===== config.mk =====
export PLATFORM = sky130hd
export DESIGN_NAME = program_memory_unit_flat
export DESIGN_NICKNAME = d
export VERILOG_FILES = /design/src/rtl/program_memory_unit_if.sv /design/src/rtl/program_memory_unit.sv /design/src/flat_wrapper.sv
export SDC_FILE = /design/constraint.sdc
export NUM_CORES = 2
export LEC_CHECK = 0
export CAP_MARGIN = 20
export CELL_PAD_IN_SITES_DETAIL_PLACEMENT = 0
export CELL_PAD_IN_SITES_GLOBAL_PLACEMENT = 2
export CORE_ASPECT_RATIO = 0.5
export CORE_MARGIN = 2
export CORE_UTILIZATION = 37
export DETAILED_ROUTE_END_ITERATION = 10
export PLACE_DENSITY = 0.74
export SLEW_MARGIN = 20
export SYNTH_ARGS = -nofsm -noshare
export SYNTH_HDL_FRONTEND = slang
export SYNTH_SLANG_ARGS = --single-unit

===== constraint.sdc =====
create_clock -name i_clk -period 6.52 [get_ports i_clk]
set_clock_uncertainty 0.05 [all_clocks]
set_input_delay 0.978 -clock i_clk [delete_from_list [all_inputs] [get_ports i_clk]]
set_output_delay 0.978 -clock i_clk [all_outputs]
set_load 0.02 [all_outputs]

===== src/rtl/program_memory_unit_if.sv =====
// rtl/program_memory_unit_if.sv - CPU memory port and byte-stream loader bundle for program_memory_unit
//
// Purpose: groups the CPU memory port (address/rw_flag/write/read data) and the
// loader stream (load_valid/load_data/load_last/load_ready) with the boot status
// signals (reload_request, cpu_hold, load_done, load_count).
// Modports:
//   master - CPU core and loader source side (drives address, rw_flag,
//            write_memory_value, load_valid, load_data, load_last, reload_request)
//   slave  - memory side (drives read_memory_value, load_ready, cpu_hold,
//            load_done, load_count)
// rw_flag encoding: 2'b00 MEMORY_STAY, 2'b01 MEMORY_READ, 2'b10 MEMORY_WRITE.
interface program_memory_unit_if #(
    parameter int REGSIZE = 8
);
    logic [REGSIZE-1:0] address;
    logic [1:0]         rw_flag;
    logic [REGSIZE-1:0] write_memory_value;
    logic [REGSIZE-1:0] read_memory_value;
    logic               load_valid;
    logic [REGSIZE-1:0] load_data;
    logic               load_last;
    logic               load_ready;
    logic               reload_request;
    logic               cpu_hold;
    logic               load_done;
    logic [REGSIZE:0]   load_count;

    modport master (
        output address, rw_flag, write_memory_value,
        output load_valid, load_data, load_last, reload_request,
        input  read_memory_value, load_ready, cpu_hold, load_done, load_count
    );

    modport slave (
        input  address, rw_flag, write_memory_value,
        input  load_valid, load_data, load_last, reload_request,
        output read_memory_value, load_ready, cpu_hold, load_done, load_count
    );
endinterface


===== src/rtl/program_memory_unit.sv =====
// rtl/program_memory_unit.sv - unified program/data memory with boot-time byte-stream loader
//
// Purpose: one memory array shared by a byte-stream loader and the CPU memory
// port. A boot state machine (BOOT -> LOAD -> RELEASE -> RUN) grants the array
// to the loader until the image is complete, holding the CPU in reset, then
// hands it to the CPU. A reload_request pulse in RUN restarts the sequence.
// Ports:
//   i_clk - system clock, all state on the rising edge
//   i_rst - asynchronous active-high reset
//   bus   - program_memory_unit_if.slave (CPU port, loader stream, status)
module program_memory_unit #(
    parameter int REGSIZE = 8,
    parameter int DEPTH   = 2**REGSIZE
) (
    input  logic                  i_clk,
    input  logic                  i_rst,
    program_memory_unit_if.slave  bus
);
    localparam logic [1:0] MEMORY_READ  = 2'b01;
    localparam logic [1:0] MEMORY_WRITE = 2'b10;

    typedef enum logic [1:0] {
        BOOT    = 2'd0,
        LOAD    = 2'd1,
        RELEASE = 2'd2,
        RUN     = 2'd3
    } state_t;

    state_t             r_state;
    state_t             w_next_state;
    logic [REGSIZE-1:0] r_mem [DEPTH];
    logic [REGSIZE-1:0] r_load_ptr;
    logic [REGSIZE:0]   r_load_count;
    logic [REGSIZE-1:0] r_read_hold;

    logic w_run;
    logic w_accept;
    logic w_load_end;
    logic w_cpu_read;
    logic w_cpu_write;

    assign w_run       = (r_state == RUN);
    assign w_accept    = (r_state == LOAD) && bus.load_valid;
    // The address space is fully decoded, so the top address is all ones.
    assign w_load_end  = w_accept && (bus.load_last || (&r_load_ptr));
    assign w_cpu_read  = w_run && (bus.rw_flag == MEMORY_READ);
    assign w_cpu_write = w_run && (bus.rw_flag == MEMORY_WRITE);

    always_ff @(posedge i_clk or posedge i_rst) begin
        if (i_rst) begin
            r_state <= BOOT;
        end else begin
            r_state <= w_next_state;
        end
    end

    always_comb begin
        w_next_state = r_state;
        case (r_state)
            BOOT:    w_next_state = LOAD;
            LOAD:    if (w_load_end) w_next_state = RELEASE;
            RELEASE: w_next_state = RUN;
            RUN:     if (bus.reload_request) w_next_state = BOOT;
            default: w_next_state = BOOT;
        endcase
    end

    // The pointer wraps naturally after the top address; the count is one bit
    // wider so a full image reports DEPTH.
    always_ff @(posedge i_clk or posedge i_rst) begin
        if (i_rst) begin
            r_load_ptr   <= '0;
            r_load_count <= '0;
        end else if (r_state == BOOT) begin
            r_load_ptr   <= '0;
            r_load_count <= '0;
        end else if (w_accept) begin
            r_load_ptr   <= r_load_ptr + REGSIZE'(1);
            r_load_count <= r_load_count + (REGSIZE+1)'(1);
        end
    end

    always_ff @(posedge i_clk or posedge i_rst) begin
        if (i_rst) begin
            r_read_hold <= '0;
        end else if (w_cpu_read) begin
            r_read_hold <= r_mem[bus.address];
        end
    end

    // The array is deliberately not reset: contents survive reset and reload.
    // Loader and CPU writes are mutually exclusive by state.
    always_ff @(posedge i_clk) begin
        if (w_accept) begin
            r_mem[r_load_ptr] <= bus.load_data;
        end else if (w_cpu_write) begin
            r_mem[bus.address] <= bus.write_memory_value;
        end
    end

    assign bus.load_ready        = (r_state == LOAD);
    assign bus.cpu_hold          = !w_run;
    assign bus.load_done         = w_run;
    assign bus.load_count        = r_load_count;
    assign bus.read_memory_value = !w_run      ? '0 :
                                   w_cpu_read  ? r_mem[bus.address] :
                                                 r_read_hold;
endmodule


===== src/flat_wrapper.sv =====
// flat-port wrapper written by rule: the top's interface ports become plain ports
module program_memory_unit_flat 
#(
    parameter int REGSIZE = 8,
    parameter int DEPTH   = 2**REGSIZE
)
  (i_clk, i_rst, bus_address, bus_rw_flag, bus_write_memory_value, bus_load_valid, bus_load_data, bus_load_last, bus_reload_request, bus_read_memory_value, bus_load_ready, bus_cpu_hold, bus_load_done, bus_load_count);
  program_memory_unit_if #(.REGSIZE(REGSIZE)) bus_i ();
  input  logic i_clk;
  input  logic i_rst;
  input wire logic [$bits(bus_i.address)-1:0] bus_address;
  input wire logic [$bits(bus_i.rw_flag)-1:0] bus_rw_flag;
  input wire logic [$bits(bus_i.write_memory_value)-1:0] bus_write_memory_value;
  input wire logic [$bits(bus_i.load_valid)-1:0] bus_load_valid;
  input wire logic [$bits(bus_i.load_data)-1:0] bus_load_data;
  input wire logic [$bits(bus_i.load_last)-1:0] bus_load_last;
  input wire logic [$bits(bus_i.reload_request)-1:0] bus_reload_request;
  output wire logic [$bits(bus_i.read_memory_value)-1:0] bus_read_memory_value;
  output wire logic [$bits(bus_i.load_ready)-1:0] bus_load_ready;
  output wire logic [$bits(bus_i.cpu_hold)-1:0] bus_cpu_hold;
  output wire logic [$bits(bus_i.load_done)-1:0] bus_load_done;
  output wire logic [$bits(bus_i.load_count)-1:0] bus_load_count;
  assign bus_i.address = bus_address;
  assign bus_i.rw_flag = bus_rw_flag;
  assign bus_i.write_memory_value = bus_write_memory_value;
  assign bus_i.load_valid = bus_load_valid;
  assign bus_i.load_data = bus_load_data;
  assign bus_i.load_last = bus_load_last;
  assign bus_i.reload_request = bus_reload_request;
  assign bus_read_memory_value = bus_i.read_memory_value;
  assign bus_load_ready = bus_i.load_ready;
  assign bus_cpu_hold = bus_i.cpu_hold;
  assign bus_load_done = bus_i.load_done;
  assign bus_load_count = bus_i.load_count;
  program_memory_unit #(.REGSIZE(REGSIZE), .DEPTH(DEPTH)) u_core (.i_clk(i_clk), .i_rst(i_rst), .bus(bus_i));
endmodule

== After elaboration in Yosys (flattened, before gate mapping) ==
Memory sizes are Yosys's and may differ from the RTL's.
Index checks and enable logic that the tools add are counted.
Widths: inputs -> output; s select.

* Flip-flop bits (word level): 27
* Bits in writable memories: 2048
* Input port bits: 31
* Logic and storage cells: 42
* Memories: 1

* Add/subtract/negate cells: 2
* Equal/unequal tests: 7
* Multiplexer cells: 17
* Reduce and logical (&&, ||, !) cells: 11

{| class="wikitable"
|+ Memory list
! memory !! depth !! bits a word !! rd ports !! clocked after Yosys merged registers in !! write ports !! line !! text
|-
| u_core.r_mem || 256 || 8 || 1 || 0 || 1 || program_memory_unit.sv:31 || <nowiki>logic [REGSIZE-1:0] r_mem [DEPTH];</nowiki>
|}

{| class="wikitable"
|+ Operators with widths
! kind !! count
|-
| $mux 8 || 6
|-
| $mux 9 || 2
|-
| $add 9x1->9 const B || 1
|-
| $add 8x1->8 const B || 1
|-
| $pmux 2 s4 || 1
|-
| $reduce_and 8->1 || 1
|-
| $reduce_or 8->1 || 1
|-
| $eq 2x2->1 const B || 3
|-
| $mux 1 || 6
|-
| $eq 2x1->1 const B || 2
|-
| $logic_and 1x1->1 || 4
|-
| $mux 2 || 2
|-
| $logic_not 2->1 || 1
|-
| $ne 2x1->1 const B || 1
|-
| $ne 2x2->1 const B || 1
|-
| $reduce_and 2->1 || 1
|-
| $reduce_bool 2->1 || 1
|-
| $logic_not 1->1 || 1
|-
| $logic_or 1x1->1 || 1
|}

== Logic depth before layout (Yosys ltp) ==
* Word-level depth: 7
* Gate-level depth with buffers: 13
* Gate-level depth less buffers: 9

== Worst setup path after synthesis ==
No wires, ideal clock.

* Path type: input -> register
* Start point: input port bus_rw_flag[0]
* End point: memory u_core.r_mem[0][0], data pin
* Library setup time: 0.556 ns
* Arrival: 3.838 ns
* Setup slack: 2.076 ns
* Cell stages on the path: 5
* Path buffers: 2
* Path through: nand3b_1 -> nor2_1 -> clkbuf_1 -> buf_1 -> mux2_2

* Cells in the longest elaborated chain, start to end: 7

{| class="wikitable"
|+ RTL lines
! what !! line !! text
|-
| start: declaration || flat_wrapper.sv:12 || <nowiki>input wire logic [$bits(bus_i.rw_flag)-1:0] bus_rw_flag;</nowiki>
|-
| $eq 2x2->1 || program_memory_unit.sv:47 || <nowiki>assign w_cpu_write = w_run && (bus.rw_flag == MEMORY_WRITE);</nowiki>
|-
| $logic_and 1x1->1 || program_memory_unit.sv:47 ||
|-
| $mux 1 || program_memory_unit.sv:96 || <nowiki>end else if (w_cpu_write) begin</nowiki>
|-
| $mux 1 || program_memory_unit.sv:94 || <nowiki>if (w_accept) begin</nowiki>
|-
| $mux 1 (implied by the code) || program_memory_unit.sv:97 || <nowiki>r_mem[bus.address] <= bus.write_memory_value;</nowiki>
|-
| $reduce_or 8->1 (no line) || n/a ||
|-
| $mux 8 (no line) || n/a ||
|-
| end: declaration || program_memory_unit.sv:31 ||
|}

Every way passes these cells.

== Final worst setup path ==
* Start point: input port bus_address[3]
* End point: output port bus_read_memory_value[7]

* Cells in the longest elaborated chain, start to end: 3

{| class="wikitable"
|+ RTL lines
! what !! line !! text
|-
| start: declaration || flat_wrapper.sv:11 || <nowiki>input wire logic [$bits(bus_i.address)-1:0] bus_address;</nowiki>
|-
| $mem_v2 256x8 || n/a ||
|-
| $mux 8 || program_memory_unit.sv:106 || <nowiki>w_cpu_read ? r_mem[bus.address] :</nowiki>
|-
| $mux 8 || program_memory_unit.sv:105 || <nowiki>assign bus.read_memory_value = !w_run ? '0 :</nowiki>
|-
| end: declaration || flat_wrapper.sv:18 || <nowiki>output wire logic [$bits(bus_i.read_memory_value)-1:0] bus_read_memory_value;</nowiki>
|}

Every way passes these cells.

==> results.sh <==
export IMPL_grt_setup_unrepaired="no"
export IMPL_synthAdderAreaFrac_pct=0.09262
export IMPL_place_gp_congestion=0.8346
export IMPL_syn_mean_instance_area_um2=19.75
export IMPL_dp_final_hpwl_mm=130.2
export IMPL_num_vias=41210
export IMPL_dominant_synthesized_flop_cell="sky130_fd_sc_hd__edfxtp_1"
export IMPL_hold_path_class="flip-flop to flip-flop"
export IMPL_floorplan_die_width_um=665.9
export IMPL_netlist_area_leader_share_pct=75.88
export IMPL_worst_ep_required_time_ps=5490
export IMPL_clk_pin_slew_worst_paths_ps=60
export IMPL_via_count_of_the_first_global_routing_pass=41250
export IMPL_synthXorXnorAreaFrac_pct=0.1297
export IMPL_placement_rows=121
export IMPL_power_per_cell_area_nw_per_um2=305.9
export IMPL_synth_area_leader_cell="sky130_fd_sc_hd__edfxtp_1"
export IMPL_setup_worst_path_end_class="output port"
export IMPL_share_of_synthesized_cell_area_in_and_or_nand_and_nor_gates_pct=3.469
export IMPL_most_numerous_cell_in_the_yosys_netlist="sky130_fd_sc_hd__edfxtp_1"
export IMPL_synth_edff_count=2048
export IMPL_worstSetupPathType="input pin to output port"
export IMPL_timing_final_max_slew_violations=0
export IMPL_power_clock_fraction_pct=38.8
export IMPL_failed_checks="negative setup slack"
export IMPL_drt_iter0_markers=4668
export IMPL_cts_tree="yes"
export IMPL_core_um2=217700
export IMPL_postLayoutSetupSlackWorst_ps=-50.03
export IMPL_synthesis_nets=4141
export IMPL_p_sw_share_pct=22.84
export IMPL_p_comb_share_pct=7.8
export IMPL_power_share_sequential_pct=53.3
export IMPL_cts_hold_buffers_added=0
export IMPL_yosysWarnings=0
export IMPL_initial_core_util_pct=37.23
export IMPL_ys_seq_area_share_pct=76.71
export IMPL_finalCoreUtilization_pct=42.42
export IMPL_footprint_of_the_multi_input_gates_um2=17710
export IMPL_seq_area_um2=62170
export IMPL_cts_root_to_sink_buffers=4
export IMPL_detail_route_vias_per_cell=5.575
export IMPL_ir_worst_vdd_mv=0.2350
export IMPL_global_route_overflow_total=0
export IMPL_whs_endpoint="u_core.bus.load_count[8]"
export IMPL_hold_path_startpoint="u_core.bus.load_count[8]"
export IMPL_port_buffers=50
export IMPL_drive_gt1_share_pct=20.64
export IMPL_synthesis_area_um2=81050
export IMPL_synth_seq_cells=2075
export IMPL_cts_made_buffers=195
export IMPL_power_report_internal_total_w=0.02180
export IMPL_critical_path_slowest_cell="sky130_fd_sc_hd__clkdlybuf4s50_1"
export IMPL_routed_wire_length_per_instance_um=28.18
export IMPL_final_antenna_net_count=0
export IMPL_static_leakage_power_nw=29.49
export IMPL_min_path_cells=2
export IMPL_first_pass_iters=6
export IMPL_maxCapViolations=0
export IMPL_io_pin_count=51
export IMPL_layout_worst_path_cycle_share_pct=100.8
export IMPL_timing_max_slew_rel_slack_pct=23.77
export IMPL_report_final_hold_viol_count=0
export IMPL_ys_top_cells_by_area="sky130_fd_sc_hd__edfxtp_1, sky130_fd_sc_hd__mux4_2, sky130_fd_sc_hd__mux2i_1"
export IMPL_synthesis_instances=4104
export IMPL_global_route_wire_length_before_repair_mm=298.6
export IMPL_clkSinkCount=2075
export IMPL_wirelength_mm=208.3
export IMPL_clock_insertion_delay_worst_skew_ps=820
export IMPL_worst_slew_pin_transition_ps=1144
export IMPL_layout_min_cycle_time_ps=6570
export IMPL_r2r_cells=10
export IMPL_fmaxAchievable_ghz=0.1522
export IMPL_reg2reg_setup_slack_ps=1590
export IMPL_synth_top_family_by_area="multiplexers"
export IMPL_setup_worst_path_start_class="input pin"
export IMPL_switching_power_w=0.006453
export IMPL_floorplan_die_area_um2=223000
export IMPL_fillerInstances=18670
export IMPL_synth_cell_type_count=56
export IMPL_final_nets=4397
export IMPL_synth_area_in_compound_gates_pct=3.563
export IMPL_area_growth_synth_to_final_pct=13.95
export IMPL_final_cells=7392
export IMPL_status="complete, but fails checks"
export IMPL_die_h_um=335.0
export IMPL_dpl_cell_count=7052
export IMPL_worst_ep_arrival_time_ps=5540
export IMPL_path_cells="clkdlybuf4s50_1 > nand2b_1 > nor2_1 > buf_4 > nand3_1 > nand3_1 > a211o_1 > nor3_1 > nor3_1 > clkdlybuf4s50_1"
export IMPL_synth_mux_area_share_pct=14.37
export IMPL_setup_violations_final=1
export IMPL_htree_num_levels=4
export IMPL_regToRegEndpoint="u_core.r_mem[178][5]"
export IMPL_grt_max_degree=134
export IMPL_crit_path_max_fanout=15
export IMPL_timing_critical_path_slowest_cell_delay_ps=810
export IMPL_globalRouteTotalUtil_pct=18.35
export IMPL_clockRootBuffer="sky130_fd_sc_hd__clkbuf_16"
export IMPL_route_detailed_drc=0
export IMPL_antenna_found_initial=11
export IMPL_async_flop_share_pct=1.301
export IMPL_r2r_start="u_core.r_state[1]"
export IMPL_ys_top_cells_by_count="sky130_fd_sc_hd__edfxtp_1, sky130_fd_sc_hd__mux2i_1, sky130_fd_sc_hd__mux4_2"
==> through the flow <==
stage | TNS (ps) | setup slack [ps] | hold slack, ps | power [W] | instance area [um2]
floorplan | 0 | 2076 | 432.5 | 0.01656 | 81050
global placement | 0 | 7.473 | 486.2 | 0.01754 | 86330
detailed placement | -127.8 | -78.91 | 500.9 | 0.01760 | 86330
CTS | 0 | 49.34 | 515.2 | 0.02844 | 92320
global route | 0 | 85.47 | 554.5 | 0.02907 | 92350
finish | -50.03 | -50.03 | 508.8 | 0.02826 | 92360
==> worst max-delay path: cells and delay by family <==
| family | cells | cell delay [ps] |
|---|---|---|
| simple gates | 6 | 2260 |
| buf+inv | 3 | 1930 |
| compound gates | 1 | 330 |
==> power by group through the flow <==
stage	Clock [W]	Combinational (W)	Sequential (W)
floorplan	0	0.00116	0.0154
global placement	0	0.00219	0.0154
detailed placement	0	0.00224	0.0154
CTS	0.0111	0.00224	0.0151
global route	0.0117	0.00235	0.0151
finish	0.0110	0.00222	0.0151
==> cell families after synthesis <==
family / Yosys count
flip-flops: 2075
multiplexers: 726
AND/OR/NAND/NOR: 630
AO/OA/AOI/OAI: 394
buffers and inverters: 261
XOR/XNOR: 12
adder cells (fa/ha/maj): 6
==> how the worst max path moves through the flow <==
stage / startpoint / to / cells after the start
2_1_floorplan: bus_rw_flag[0] / u_core.r_mem[0][0] / 5
3_3_place_gp: bus_address[4] / bus_read_memory_value[7] / 10
3_5_place_dp: bus_address[3] / bus_read_memory_value[7] / 10
4_1_cts: bus_address[3] / bus_read_memory_value[7] / 10
5_1_grt: bus_address[3] / bus_read_memory_value[0] / 10
6_report: bus_address[3] / bus_read_memory_value[7] / 10
==> metal layers <==
| metal | global-route usage (%) | share of wire [%] | up-vias |
|---|---|---|---|
| met5 | 0 | 0.012 | - |
| met4 | 3.424 | 1.8 | 4 |
| met3 | 3.330 | 7.5 | 245 |
| met2 | 29.57 | 47 | 1590 |
| met1 | 26.35 | 43 | 22090 |
| li1 | - | - | 17290 |
==> cell usage in the layout (no fill, tap or decap), drive strengths merged, types with 17 or more instances in the layout <==
cell type      synthesis  final
a31oi                 40     40
a221oi                31     31
nand2                112    112
clkinv                 1     76
nor2                 299    299
edfxtp              2048   2048
a21oi                 46     46
a22oi                192    192
a22o                  24     24
clkbuf               100    232
o21ai                 20     20
nor3                  21     21
dfrtp                 27     27
mux4                 347    347
or2                   17     17
buf                  152    268
mux2i                370    370
nand3                102    102
clkdlybuf4s50          0     43
nand2b                24     24
==> registers in the layout, indices dropped and copies added, names as in the netlist <==
signal	count
u_core.r_read_hold	8
u_core.bus.load_count	9
u_core.r_load_ptr	8
u_core.r_state	2
u_core.r_mem	2048
==> repair_timing <==
action	CTS	global route
setup buffers	0	0
resized for setup	3	0
endpoints found under the setup margin	2	0
==> final cells by class <==
type / instances / share of cell area (%)
inverters: 9 / 0.03658
repair buffers: 311 / 3.062
flip-flops and latches: 2075 / 67.32
diodes: 5 / 0.01355
multi-input cells: 1768 / 19.17
well taps: 2890 / 3.915
clock inverters: 102 / 0.9889
clock buffers: 232 / 5.491
Note: power is estimated with default switching activity, not from simulation.
